$ cat src/rtl/stopwatch_controller_if.sv
// Button and status bundle of the stopwatch controller.
// The master side owns the raw buttons and observes the status outputs.
// The slave side is the controller itself.
interface stopwatch_controller_if;
   logic       btn_start_stop;
   logic       btn_lap_clear;
   logic       sec_tick;
   logic       clear_cnt;
   logic       display_hold;
   logic       running;
   logic [1:0] state;

   modport master (
      output btn_start_stop,
      output btn_lap_clear,
      input  sec_tick,
      input  clear_cnt,
      input  display_hold,
      input  running,
      input  state
   );

   modport slave (
      input  btn_start_stop,
      input  btn_lap_clear,
      output sec_tick,
      output clear_cnt,
      output display_hold,
      output running,
      output state
   );
endinterface

$ cat src/rtl/stopwatch_controller.sv
// Stopwatch control unit. Two raw push buttons are synchronized and
// debounced, and their press edges drive an IDLE/RUN/PAUSE/LAP state
// machine. A prescaler runs while the watch is running and emits one
// sec_tick per SECOND_REF cycles. clear_cnt tells the time counter to
// return to 00:00:00. All outputs come straight from flops.
module stopwatch_controller #(
   parameter int unsigned SECOND_REF = 250,
   parameter int unsigned DEBOUNCE   = 4
) (
   input  logic                  clock,
   input  logic                  reset,
   stopwatch_controller_if.slave bus
);

   typedef enum logic [1:0] {
      IDLE  = 2'd0,
      RUN   = 2'd1,
      PAUSE = 2'd2,
      LAP   = 2'd3
   } state_t;

   // Bit index of each button in the per-button vectors below.
   localparam int BTN_SS = 0;
   localparam int BTN_LC = 1;

   localparam logic [24:0] TICK_LAST = 25'(SECOND_REF - 1);
   localparam logic [16:0] DB_LIMIT  = 17'(DEBOUNCE);

   logic [1:0]  raw;
   logic [1:0]  sync1;
   logic [1:0]  sync2;
   logic [1:0]  level;
   logic [1:0]  level_d;
   logic [15:0] db_cnt [2];
   logic [1:0]  press;

   state_t      state_q;
   state_t      state_next;
   logic [24:0] prescaler;
   logic        sec_tick_q;
   logic        clear_cnt_q;
   logic        display_hold_q;
   logic        running_q;
   logic        advance;
   logic        clear_now;

   function automatic logic is_running(input state_t s);
      return (s == RUN) || (s == LAP);
   endfunction

   assign raw[BTN_SS] = bus.btn_start_stop;
   assign raw[BTN_LC] = bus.btn_lap_clear;

   // Two-flop synchronizers followed by a per-button debounce counter.
   always_ff @(posedge clock or negedge reset) begin
      if (!reset) begin
         sync1   <= '0;
         sync2   <= '0;
         level   <= '0;
         level_d <= '0;
         // NOTE: these counters are reset even though they are an array; a
         // stale count surviving reset could let the first glitch through.
         for (int i = 0; i < 2; i++) begin
            db_cnt[i] <= '0;
         end
      end else begin
         sync1   <= raw;
         sync2   <= sync1;
         level_d <= level;
         for (int i = 0; i < 2; i++) begin
            if (sync2[i] != level[i]) begin
               // Accept the new level on the DEBOUNCE-th differing sample.
               if ({1'b0, db_cnt[i]} + 17'd1 == DB_LIMIT) begin
                  level[i]  <= sync2[i];
                  db_cnt[i] <= '0;
               end else begin
                  db_cnt[i] <= db_cnt[i] + 16'd1;
               end
            end else begin
               db_cnt[i] <= '0;
            end
         end
      end
   end

   // A press is the first cycle the debounced level reads high; releases
   // produce nothing. Built from flops only, so no input-to-output path.
   assign press = level & ~level_d;

   // Next-state decode; start/stop wins over lap/clear on a tie.
   always_comb begin
      // NOTE: defaulting first keeps every path assigned, so no latch.
      state_next = state_q;
      if (press[BTN_SS]) begin
         unique case (state_q)
            IDLE:  state_next = RUN;
            RUN:   state_next = PAUSE;
            LAP:   state_next = PAUSE;
            PAUSE: state_next = RUN;
         endcase
      end else if (press[BTN_LC]) begin
         unique case (state_q)
            IDLE:  state_next = IDLE;
            RUN:   state_next = LAP;
            LAP:   state_next = RUN;
            PAUSE: state_next = IDLE;
         endcase
      end
   end

   // The prescaler only counts edges that stay inside RUN/LAP. The edge
   // that enters RUN does not count, so the first tick lands SECOND_REF
   // cycles after RUN is visible. The edge that leaves for PAUSE does not
   // count either, so no tick can appear in PAUSE and the held phase
   // resumes exactly.
   assign advance   = is_running(state_q) && is_running(state_next);
   assign clear_now = (state_q == PAUSE) && (state_next == IDLE);

   // State register, prescaler and all registered outputs.
   always_ff @(posedge clock or negedge reset) begin
      if (!reset) begin
         state_q        <= IDLE;
         prescaler      <= '0;
         sec_tick_q     <= 1'b0;
         clear_cnt_q    <= 1'b0;
         display_hold_q <= 1'b0;
         running_q      <= 1'b0;
      end else begin
         // NOTE: non-blocking assignments, so every flop here samples the
         // pre-edge values no matter how the statements are ordered.
         state_q        <= state_next;
         display_hold_q <= (state_next == LAP);
         running_q      <= is_running(state_next);
         sec_tick_q     <= 1'b0;
         clear_cnt_q    <= 1'b0;
         if (clear_now) begin
            prescaler   <= '0;
            clear_cnt_q <= 1'b1;
         end else if (advance) begin
            if (prescaler == TICK_LAST) begin
               prescaler  <= '0;
               sec_tick_q <= 1'b1;
            end else begin
               prescaler <= prescaler + 25'd1;
            end
         end
      end
   end

   assign bus.state        = state_q;
   assign bus.sec_tick     = sec_tick_q;
   assign bus.clear_cnt    = clear_cnt_q;
   assign bus.display_hold = display_hold_q;
   assign bus.running      = running_q;

   // Structural invariants of the outputs.
   a_tick_clear_exclusive: assert property (
      @(posedge clock) disable iff (!reset) !(sec_tick_q && clear_cnt_q));

   a_hold_matches_lap: assert property (
      @(posedge clock) disable iff (!reset) display_hold_q == (state_q == LAP));

   a_running_matches_state: assert property (
      @(posedge clock) disable iff (!reset) running_q == is_running(state_q));

   a_no_tick_outside_run: assert property (
      @(posedge clock) disable iff (!reset) sec_tick_q |-> is_running(state_q));

endmodule
$ cat src/flat_wrapper.sv
// flat-port wrapper written by rule: the top's interface ports become plain ports
module stopwatch_controller_flat 
#(
   parameter int unsigned SECOND_REF = 250,
   parameter int unsigned DEBOUNCE   = 4
)
  (clock, reset, bus_btn_start_stop, bus_btn_lap_clear, bus_sec_tick, bus_clear_cnt, bus_display_hold, bus_running, bus_state);
  stopwatch_controller_if bus_i ();
  input  logic clock;
  input  logic reset;
  input wire logic [$bits(bus_i.btn_start_stop)-1:0] bus_btn_start_stop;
  input wire logic [$bits(bus_i.btn_lap_clear)-1:0] bus_btn_lap_clear;
  output wire logic [$bits(bus_i.sec_tick)-1:0] bus_sec_tick;
  output wire logic [$bits(bus_i.clear_cnt)-1:0] bus_clear_cnt;
  output wire logic [$bits(bus_i.display_hold)-1:0] bus_display_hold;
  output wire logic [$bits(bus_i.running)-1:0] bus_running;
  output wire logic [$bits(bus_i.state)-1:0] bus_state;
  assign bus_i.btn_start_stop = bus_btn_start_stop;
  assign bus_i.btn_lap_clear = bus_btn_lap_clear;
  assign bus_sec_tick = bus_i.sec_tick;
  assign bus_clear_cnt = bus_i.clear_cnt;
  assign bus_display_hold = bus_i.display_hold;
  assign bus_running = bus_i.running;
  assign bus_state = bus_i.state;
  stopwatch_controller #(.SECOND_REF(SECOND_REF), .DEBOUNCE(DEBOUNCE)) u_core (.clock(clock), .reset(reset), .bus(bus_i));
endmodule
$ cat config.mk
export PLATFORM = sky130hd
export DESIGN_NAME = stopwatch_controller_flat
export DESIGN_NICKNAME = d
export VERILOG_FILES = /design/src/rtl/stopwatch_controller_if.sv /design/src/rtl/stopwatch_controller.sv /design/src/flat_wrapper.sv
export SDC_FILE = /design/constraint.sdc
export NUM_CORES = 1
export LEC_CHECK = 0
export ABC_AREA = 0
export BUFFER_PORTS_ARGS = -buffer_cell sky130_fd_sc_hd__buf_2
export CORE_UTILIZATION = 54
export CTS_CLUSTER_SIZE = 30
export DETAILED_ROUTE_END_ITERATION = 10
export GPL_TIMING_DRIVEN = 0
export PLACE_DENSITY = 0.74
export SKIP_CTS_REPAIR_TIMING = 1
export SLEW_MARGIN = 25
export SYNTH_ARGS = -nofsm -noshare
export SYNTH_HDL_FRONTEND = slang
export SYNTH_SLANG_ARGS = --single-unit
$ cat constraint.sdc
create_clock -name clock -period 2.2 [get_ports clock]
set_input_delay 0.11 -clock clock [delete_from_list [all_inputs] [get_ports clock]]
set_output_delay 0.11 -clock clock [all_outputs]
set_load 0.02 [all_outputs]
* Yosys cells after proc, flatten, opt, wreduce, memory -nomap -nowiden
Index checks and enable logic that the tools add are counted.
** Cells by class
- Multiplexer cells :: 15
- $add $sub $neg :: 5
- Eq/ne operators :: 10
- Reduce and logical (&&, ||, !) cells :: 11
- Bitwise logic cells :: 2
** Operator list (count)
- $mux 25 :: 3
- $mux 16 :: 4
- $add 16x1->17 const B :: 2
- $eq 17x3->1 const B :: 2
- $add 16x1->16 const B :: 2
- $add 25x1->25 const B :: 1
- $eq 25x8->1 const B :: 1
- $eq 2x2->1 const B :: 3
- $pmux 2 s3 :: 1
- $eq 2x1->1 const B :: 2
- $logic_not 2->1 :: 2
- $mux 1 :: 4
- $mux 2 :: 2
- $pmux 2 s2 :: 1
- $reduce_and 2->1 :: 2
- $reduce_or 2->1 :: 2
- $and 2x2->2 :: 1
- $logic_and 1x1->1 :: 2
- $logic_or 1x1->1 :: 2
- $ne 1x1->1 :: 2
- $not 2->2 :: 1
- $reduce_bool 2->1 :: 1
** Storage, ports and cells
- Output and inout bits :: 6
- Logic and storage cells :: 56
- Bits of input ports :: 4
- Flip-flop bits (word level) :: 71

* Logic depth before layout (Yosys ltp)
Gate-level depths: netlist of run 1.
- Depth in word-level cells :: 10
- Depth in mapped cells :: 9
- Depth with buffers taken out :: 8

* Worst setup path after synthesis of run 1
Ideal clock, no wire load.
- Path kind :: flip-flop to flip-flop
- Start point :: register u_core.db_cnt[21] (netlist bit)
- End point :: register u_core.level[0]
- Stages on the path, launching flop included :: 7
- Arrival time :: 1913 ps
- Library setup time :: 128 ps
- Slack :: 159 ps
- Required time :: 2072 ps
- Path buffers :: 0
- Path through :: dfrtp_1 -> and4_1 -> and4_4 -> or3_1 -> a211o_1 -> nor3_1 -> mux2_1
** Between the ends
- Cells in the longest elaborated chain, start to end :: 3
** Ends and longest elaborated chain
- start, declared :: RTL line stopwatch_controller.sv:34 : logic [15:0] db_cnt [2];
- start signal, assigned by index :: RTL line stopwatch_controller.sv:77 : db_cnt[i] <= db_cnt[i] + 16'd1;
- $add 16x1->17 :: RTL line stopwatch_controller.sv:73 : if ({1'b0, db_cnt[i]} + 17'd1 == DB_LIMIT) begin
- $eq 17x3->1 :: RTL line stopwatch_controller.sv:73
- $reduce_and 2->1 (no line)
- end signal, assigned by index :: RTL line stopwatch_controller.sv:74 : level[i] <= sync2[i];
- end, declared :: RTL line stopwatch_controller.sv:32 : logic [1:0] level;
No other way between the ends.
A chain may end at the register's enable or synchronous reset.

* Worst setup path in the final report of run 1
- Start point :: register u_core.db_cnt[0] (netlist bit)
- End point :: register u_core.level[1]
Same word-level chain as after synthesis.

==> results of run 1 <==
## cells in the mapped netlist, types with 4 or more instances
library cell	instances
sky130_fd_sc_hd__a21oi_1	4
sky130_fd_sc_hd__inv_1	11
sky130_fd_sc_hd__clkbuf_1	6
sky130_fd_sc_hd__and2_1	4
sky130_fd_sc_hd__a31oi_1	9
sky130_fd_sc_hd__nor2_1	59
sky130_fd_sc_hd__nor3_1	13
sky130_fd_sc_hd__nor4_1	6
sky130_fd_sc_hd__nand2b_1	4
sky130_fd_sc_hd__o21ai_0	10
sky130_fd_sc_hd__ha_1	4
sky130_fd_sc_hd__xor2_1	21
sky130_fd_sc_hd__and3_1	4
sky130_fd_sc_hd__dfrtp_1	71
sky130_fd_sc_hd__nand3_1	31
sky130_fd_sc_hd__xnor2_1	24
sky130_fd_sc_hd__or3_1	5
sky130_fd_sc_hd__nand2_1	36
sky130_fd_sc_hd__nand4_1	9
sky130_fd_sc_hd__and4_1	5
## area by class of cell
type	instances	area, um^2	area share [%]
multi-input combinational	287	1810	43.38
sequential	71	1782	42.69
timing repair buffer	21	170.2	4.077
clock buffer	11	151.4	3.627
tap	77	96.34	2.308
clock inverter	5	80.08	1.918
buffer	9	42.54	1.019
inverter	11	41.29	0.9892
## cell families (layout without fill, tap and decap cells)
kind of cell               count (synthesis)  after routing
AOI/OAI and AO/OA                         43             43
buffers and inverters                     20             57
DFF                                       71             71
and+or+nand+nor                          191            191
adders and majority gates                  4              4
xor gates and xnor gates                  45             45
muxes                                      4              4
## power by group through the flow
stage | registers (mW) | clock network [mW] | logic, mW
after detailed placement | 1.66 | 0 | 0.958
final | 1.64 | 1.18 | 1.06
after global placement | 1.65 | 0 | 0.937
after floorplan | 1.67 | 0 | 0.667
after CTS | 1.63 | 1.21 | 0.965
after global routing | 1.66 | 1.26 | 1.19
## worst max-delay path by stage
stage / end / slack [ns] / depth (start not counted)
6_report: u_core.level[1] / -0.01 / 7
5_1_grt: u_core.prescaler[16] / -0.14 / 7
4_1_cts: u_core.prescaler[16] / -0.09 / 9
3_5_place_dp: u_core.prescaler[12] / -0.07 / 9
3_3_place_gp: u_core.level[0] / -0.02 / 7
2_1_floorplan: u_core.level[0] / 0.16 / 6
## registers in the layout, summed over array words and instances (netlist names)
name                     flops
u_core.db_cnt               32
u_core.bus.clear_cnt         1
u_core.bus.state             2
u_core.prescaler            25
u_core.level_d               2
u_core.sync1                 2
u_core.bus.running           1
u_core.sync2                 2
u_core.bus.display_hold      1
u_core.bus.sec_tick          1
u_core.level                 2
## layer usage
| metal | global-route usage [%] | vias up | share of wire (%) |
|---|---|---|---|
| met1 | 26.21 | 1384 | 44 |
| met2 | 35.25 | 59 | 49 |
| met4 | 7.550 | 0 | 2.0 |
| met3 | 6.726 | 15 | 4.9 |
| met5 | 0 | - | 0 |
| li1 | - | 1382 | - |
## metrics by stage
| step | utilization [%] | setup WS (ns) | hold slack (ns) |
|---|---|---|---|
| 2_1_floorplan | - | 0.1590 | -0.1856 |
| 3_3_place_gp | 58.66 | -0.02018 | 0.2177 |
| 3_5_place_dp | 59.01 | -0.06981 | 0.05719 |
| 4_1_cts | 62.64 | -0.09479 | -0.3140 |
| 5_1_grt | 65.36 | -0.1354 | 0.2500 |
| 6_report | 65.36 | -0.01496 | 0.2274 |
==> qor.yml, run 1 <==
run_status: "complete, but fails checks"
violations: "setup timing"
first_iter_violations: 105
via_per_inst: 5.772
cts.clk_slew.worst_paths_ns: 0.07
finalHoldViolCount: 0
grt_use_total_pct: 21.28
timing.final.crit_period_ns: 2.215
detail_route.wl_per_cell_um: 14.89
fin_max_slew_vios: 0
syn_area_per_cell_um2: 9.536
cp_num_buf_inv: 0
power.share.switching_pct: 33.45
max_clock_freq_mhz: 451.5
critPathKind: "reg -> reg"
timing_worst_slew_pin_value_ns: 0.7337
synth.area.top_cells: "sky130_fd_sc_hd__dfrtp_1 (49%), sky130_fd_sc_hd__nor2_1 (6.1%), sky130_fd_sc_hd__xnor2_1 (5.8%)"
crit_path_max_incr_delay_ns: 0.40
placement.cell_area_mm2: 0.003769
yosys.area_share.xor_xnor_pct: 10.93
finalNetCount: 418
final.setup_skew_ns: 0.008071
postSynthCellCount: 378
worst-endpoint-arrival_ns: 2.45
rrSetupSlack_ns: -0.01
fp-row-count: 29
finalSetupViolations: 1
critical_path.reg2reg.endpoint: "u_core.level[1]"
worst_ep_required_time_ns: 2.43
placeableCoreArea_mm2: 0.006386
critical_path.slowest_cell: "sky130_fd_sc_hd__dfrtp_1"
place_inst: 465
synth_top_family_by_area: "simple AND/OR/NAND/NOR gates"
antenna_violating_nets_post_route: 0
worst_setup_path_end_kind: "register"
dpl.hpwl_mm: 4.764
mostFrequentLayoutCell: "sky130_fd_sc_hd__dfrtp_1"
synth.lib_cells_used.distinct: 49
max-cap-violations: 0
min_path_type: "in -> async"
element_type_at_the_critical_path_start: "register"
synthesis.yosys.warnings: 0
maxSlewHeadroom_pct: 50.71
antenna_found_initial: 0
tritoncts_clock_tree: "done"
initial_core_util_pct: 56.45
synth_edf_count: 0
grt_setup_unrepaired: "yes"
depth_of_the_worst_register_to_register_path: 7
yosys.area.top_type_share_pct: 49.29
fraction_of_layout_cells_with_a_size_suffix_above_1_pct: 15.18
worst_r2r_startpoint: "u_core.db_cnt[0]"
chip_width_um: 83.71
share_seq_of_total_power_pct: 42.2
max-clock-path-buffers: 2
gp_congestion: 0.8224
p_sw_mw: 1.297
routed_wl_mm: 7.328
postSynth.topFlopCell: "sky130_fd_sc_hd__dfrtp_1"
synth-compound-area-share_pct: 8.157
synth_simple_gate_area_share_pct: 26.87
tritoncts.num_buffers: 9
design_power_total_mw: 3.877
irDropWorstVdd_uv: 704.5
cts.sinks: 71
fill_cells: 500
crit_path_start: "u_core.db_cnt[0]"
synth_mux_area_share_pct: 1.180
yosys.area.top_type: "sky130_fd_sc_hd__dfrtp_1"
yosys.area_share.adder_pct: 1.388
intPower_mw: 2.580
final_cell_mix: "sky130_fd_sc_hd__dfrtp_1 (67), sky130_fd_sc_hd__nor2_1 (59), sky130_fd_sc_hd__nand2_1 (36)"
clock_latency_ns: 0.34
crit_path_max_fanout: 7
grt.overflow.total: 0
final_design_area_no_fill_mm2: 0.004174
num_vias: 2840
comb_power_share_pct: 27.3
worst_slack_ns: -0.01496
pin_count: 10
setup_tns_ns: -0.01496
area_delta_synth_final_pct: 15.79
ys_seq_area_share_pct: 49.29
finish.cell_count_without_fillers: 492
antenna_cells: 0
cts_root_buf: "sky130_fd_sc_hd__clkbuf_8"
grt_first_pass_wirelength_mm: 11.83
drt_drc_violations_left: 0
fin_crit_sh_pct: 100.7
pwr-share-clk_pct: 30.4
worst_path_dominant_cell_family: "simple AND/OR/NAND/NOR gates"
worstPathCellList: "ha_2 -> nand3_2 -> nor4_2 -> xnor2_1 -> o2111ai_1 -> nor2_1 -> mux2_2"
largest_net_degree_at_the_start_of_global_routing: 44
static-leakage-power_nw: 1.794
buffer_ports.inserted: 9
asr_flop_ratio_synth_pct: 100.0
grt_pass1_vias: 2666
synth_fp_nets: 386
die_area_mm2: 0.007007
die_height_um: 83.71
postSynthRegisterBits: 71
htree_num_levels: 3
drt-pass1-iter-count: 4
power.density_cell_area_mw_per_mm2: 928.8
mappedNetlistArea_mm2: 0.003605
Note: power is estimated with default switching activity, not from simulation.
==> inputs of run 2 (changes only) <==
--- a/config.mk
+++ b/config.mk
@@ -9,2 +9,3 @@
 export BUFFER_PORTS_ARGS = -buffer_cell sky130_fd_sc_hd__buf_2
+export CAP_MARGIN = 20
 export CORE_UTILIZATION = 54
@@ -13,2 +14,3 @@
 export GPL_TIMING_DRIVEN = 0
+export MAX_ROUTING_LAYER = met4
 export PLACE_DENSITY = 0.74
==> constraint.sdc (replaced) <==
create_clock -name clock -period 2.2 [get_ports clock]
set_input_delay 0.22 -clock clock [delete_from_list [all_inputs] [get_ports clock]]
set_output_delay 0.22 -clock clock [all_outputs]
set_load 0.02 [all_outputs]
==> qor.yml, run 2 (synthesized netlist as in run 1, its figures left out) <==
irDropWorstVdd_uv: 703.5  # was 704.5 uV
max-clock-path-buffers: 2  # unchanged
fin_crit_sh_pct: 100.5  # was 100.7%
run_status: "complete, but fails checks"  # unchanged
finish.cell_count_without_fillers: 492  # unchanged
drt-pass1-iter-count: 4  # unchanged
grt_first_pass_wirelength_mm: 11.83  # unchanged
placeableCoreArea_mm2: 0.006386  # unchanged
fill_cells: 499  # was 500
routed_wl_mm: 7.275  # was 7.328 mm
finalNetCount: 418  # unchanged
fraction_of_layout_cells_with_a_size_suffix_above_1_pct: 15.90  # was 15.18%
hold_ws_ns: 0.3414  # was 0.2274 ns
worst_r2r_startpoint: "u_core.db_cnt[0]"  # unchanged
maxSlewHeadroom_pct: 59.53  # was 50.71%
crit_path_max_incr_delay_ns: 0.40  # about the same
finalSetupViolations: 1  # unchanged
finalHoldViolCount: 0  # unchanged
die_height_um: 83.71  # unchanged
initial_core_util_pct: 56.45  # unchanged
final.setup_skew_ns: 0.009332  # was 0.008071 ns
htree_num_levels: 3  # unchanged
antenna_found_initial: 0  # unchanged
min_path_type: "in -> async"  # unchanged
largest_reg_flops: 32  # unchanged
num_vias: 2810  # was 2840
grt.overflow.total: 0  # unchanged
static-leakage-power_nw: 1.797  # was 1.794 nW
worst_ep_required_time_ns: 2.43  # about the same
final_cell_mix: "sky130_fd_sc_hd__dfrtp_1 (67), sky130_fd_sc_hd__nor2_1 (59), sky130_fd_sc_hd__nand2_1 (36)"  # unchanged
fp-row-count: 29  # unchanged
tritoncts_clock_tree: "done"  # unchanged
mostFrequentLayoutCell: "sky130_fd_sc_hd__dfrtp_1"  # unchanged
antenna_violating_nets_post_route: 0  # unchanged
via_per_inst: 5.711  # was 5.772
reg.largest.list: "u_core.db_cnt (32), u_core.prescaler (25)"  # unchanged
cts_root_buf: "sky130_fd_sc_hd__clkbuf_8"  # unchanged
depth_of_the_worst_register_to_register_path: 7  # unchanged
grt_use_total_pct: 21.88  # was 21.28%
dpl.hpwl_mm: 4.764  # unchanged
grt_pass1_vias: 2664  # was 2666
grt_setup_unrepaired: "yes"  # unchanged
worst_setup_path_end_kind: "register"  # unchanged
place_inst: 465  # unchanged
violations: "setup timing"  # unchanged
tritoncts.num_buffers: 9  # unchanged
register_area_mm2: 0.001782  # unchanged
cts.clk_slew.worst_paths_ns: 0.07  # about the same
element_type_at_the_critical_path_start: "register"  # unchanged
drt_drc_violations_left: 0  # unchanged
regMostFlops: "u_core.db_cnt"  # unchanged
max_clock_freq_mhz: 452.3  # was 451.5 MHz
worstPathCellList: "ha_2 -> nand3_2 -> nor4_2 -> xnor2_1 -> o2111ai_1 -> nor2_1 -> mux2_2"  # unchanged
fin_max_slew_vios: 0  # unchanged
critical_path.reg2reg.endpoint: "u_core.level[1]"  # unchanged
timing_worst_slew_pin_value_ns: 0.6027  # was 0.7337 ns
die_area_mm2: 0.007007  # unchanged
rrSetupSlack_ns: -0.01  # about the same
detail_route.wl_per_cell_um: 14.79  # was 14.89 um
multi_input_area_mm2: 0.001827  # was 0.001810 mm^2
largest_net_degree_at_the_start_of_global_routing: 44  # unchanged
critPathKind: "reg -> reg"  # unchanged
chip_width_um: 83.71  # unchanged
power.density_cell_area_mw_per_mm2: 925.3  # was 928.8 mW/mm^2
cts.sinks: 71  # unchanged
worst_slack_ns: -0.01070  # was -0.01496 ns
max-cap-violations: 0  # unchanged
gp_congestion: 0.8348  # was 0.8224
pin_count: 10  # unchanged
area_delta_synth_final_pct: 16.24  # was 15.79%
buffer_ports.inserted: 9  # unchanged
clock_latency_ns: 0.34  # about the same
crit_path_start: "u_core.db_cnt[0]"  # unchanged
first_iter_violations: 114  # was 105
critical_path.slowest_cell: "sky130_fd_sc_hd__dfrtp_1"  # unchanged
crit_path_max_fanout: 7  # unchanged
timing.final.crit_period_ns: 2.211  # was 2.215 ns
critical_path_endpoint: "u_core.level[1]"  # unchanged
antenna_cells: 0  # unchanged
worst-endpoint-arrival_ns: 2.44  # was 2.45 ns
## run 2: metal layers
metal	up-vias	part of all wire [%]	track usage, %
li1	1384	-	-
met1	1367	44	26.15
met2	51	50	35.25
met3	8	4.3	6.726
met4	0	1.4	7.550
met5	-	0	-
## run 2: power by group
part	internal [mW]	switching [mW]
logic	0.412	0.652
registers	1.47	0.162
clock network	0.698	0.481
total	2.58	1.29
## run 2: layout make-up
| type | instances | area share (%) |
|---|---|---|
| Multi-Input combinational cell | 287 | 43.60 |
| Sequential cell | 71 | 42.52 |
| Timing Repair Buffer | 21 | 4.061 |
| Clock buffer | 11 | 3.613 |
| Tap cell | 77 | 2.299 |
| Clock inverter | 5 | 1.911 |
| Buffer | 9 | 1.015 |
| Inverter | 11 | 0.9854 |
## run 2: through the flow
stage	cell area, um^2	TNS [ns]	power (mW)	util [%]	setup WS [ns]
finish	4190	-0.01070	3.877	65.62	-0.01070
global route	4190	-0.2884	4.119	65.62	-0.09339
floorplan	3605	0	2.336	-	0.1590
CTS	4000	-0.4689	3.808	62.64	-0.09479
global placement	3746	-0.02018	2.585	58.66	-0.02018
detailed placement	3769	-0.1754	2.616	59.01	-0.06981
## run 2: how the worst min path moves through the flow
stage          slack (ns)              endpoint              start  cells after the start
2_1_floorplan       -0.08  u_core.bus.clear_cnt              reset                      0
3_3_place_gp         0.33       u_core.sync1[1]  bus_btn_lap_clear                      1
3_5_place_dp         0.17  u_core.prescaler[10]              reset                      1
4_1_cts             -0.20     u_core.db_cnt[25]              reset                      1
5_1_grt              0.36   u_core.prescaler[0]              reset                      2
6_report             0.34  u_core.prescaler[10]              reset                      2
## run 2: critical path, delay by kind of cell (launching register included)
family                     cells  cell delay [ns]
adders and majority gates      1             0.24
and+or+nand+nor                3             0.73
xor gates and xnor gates       1             0.21
AOI/OAI and AO/OA              1             0.17
muxes                          1             0.34
DFF                            1             0.40
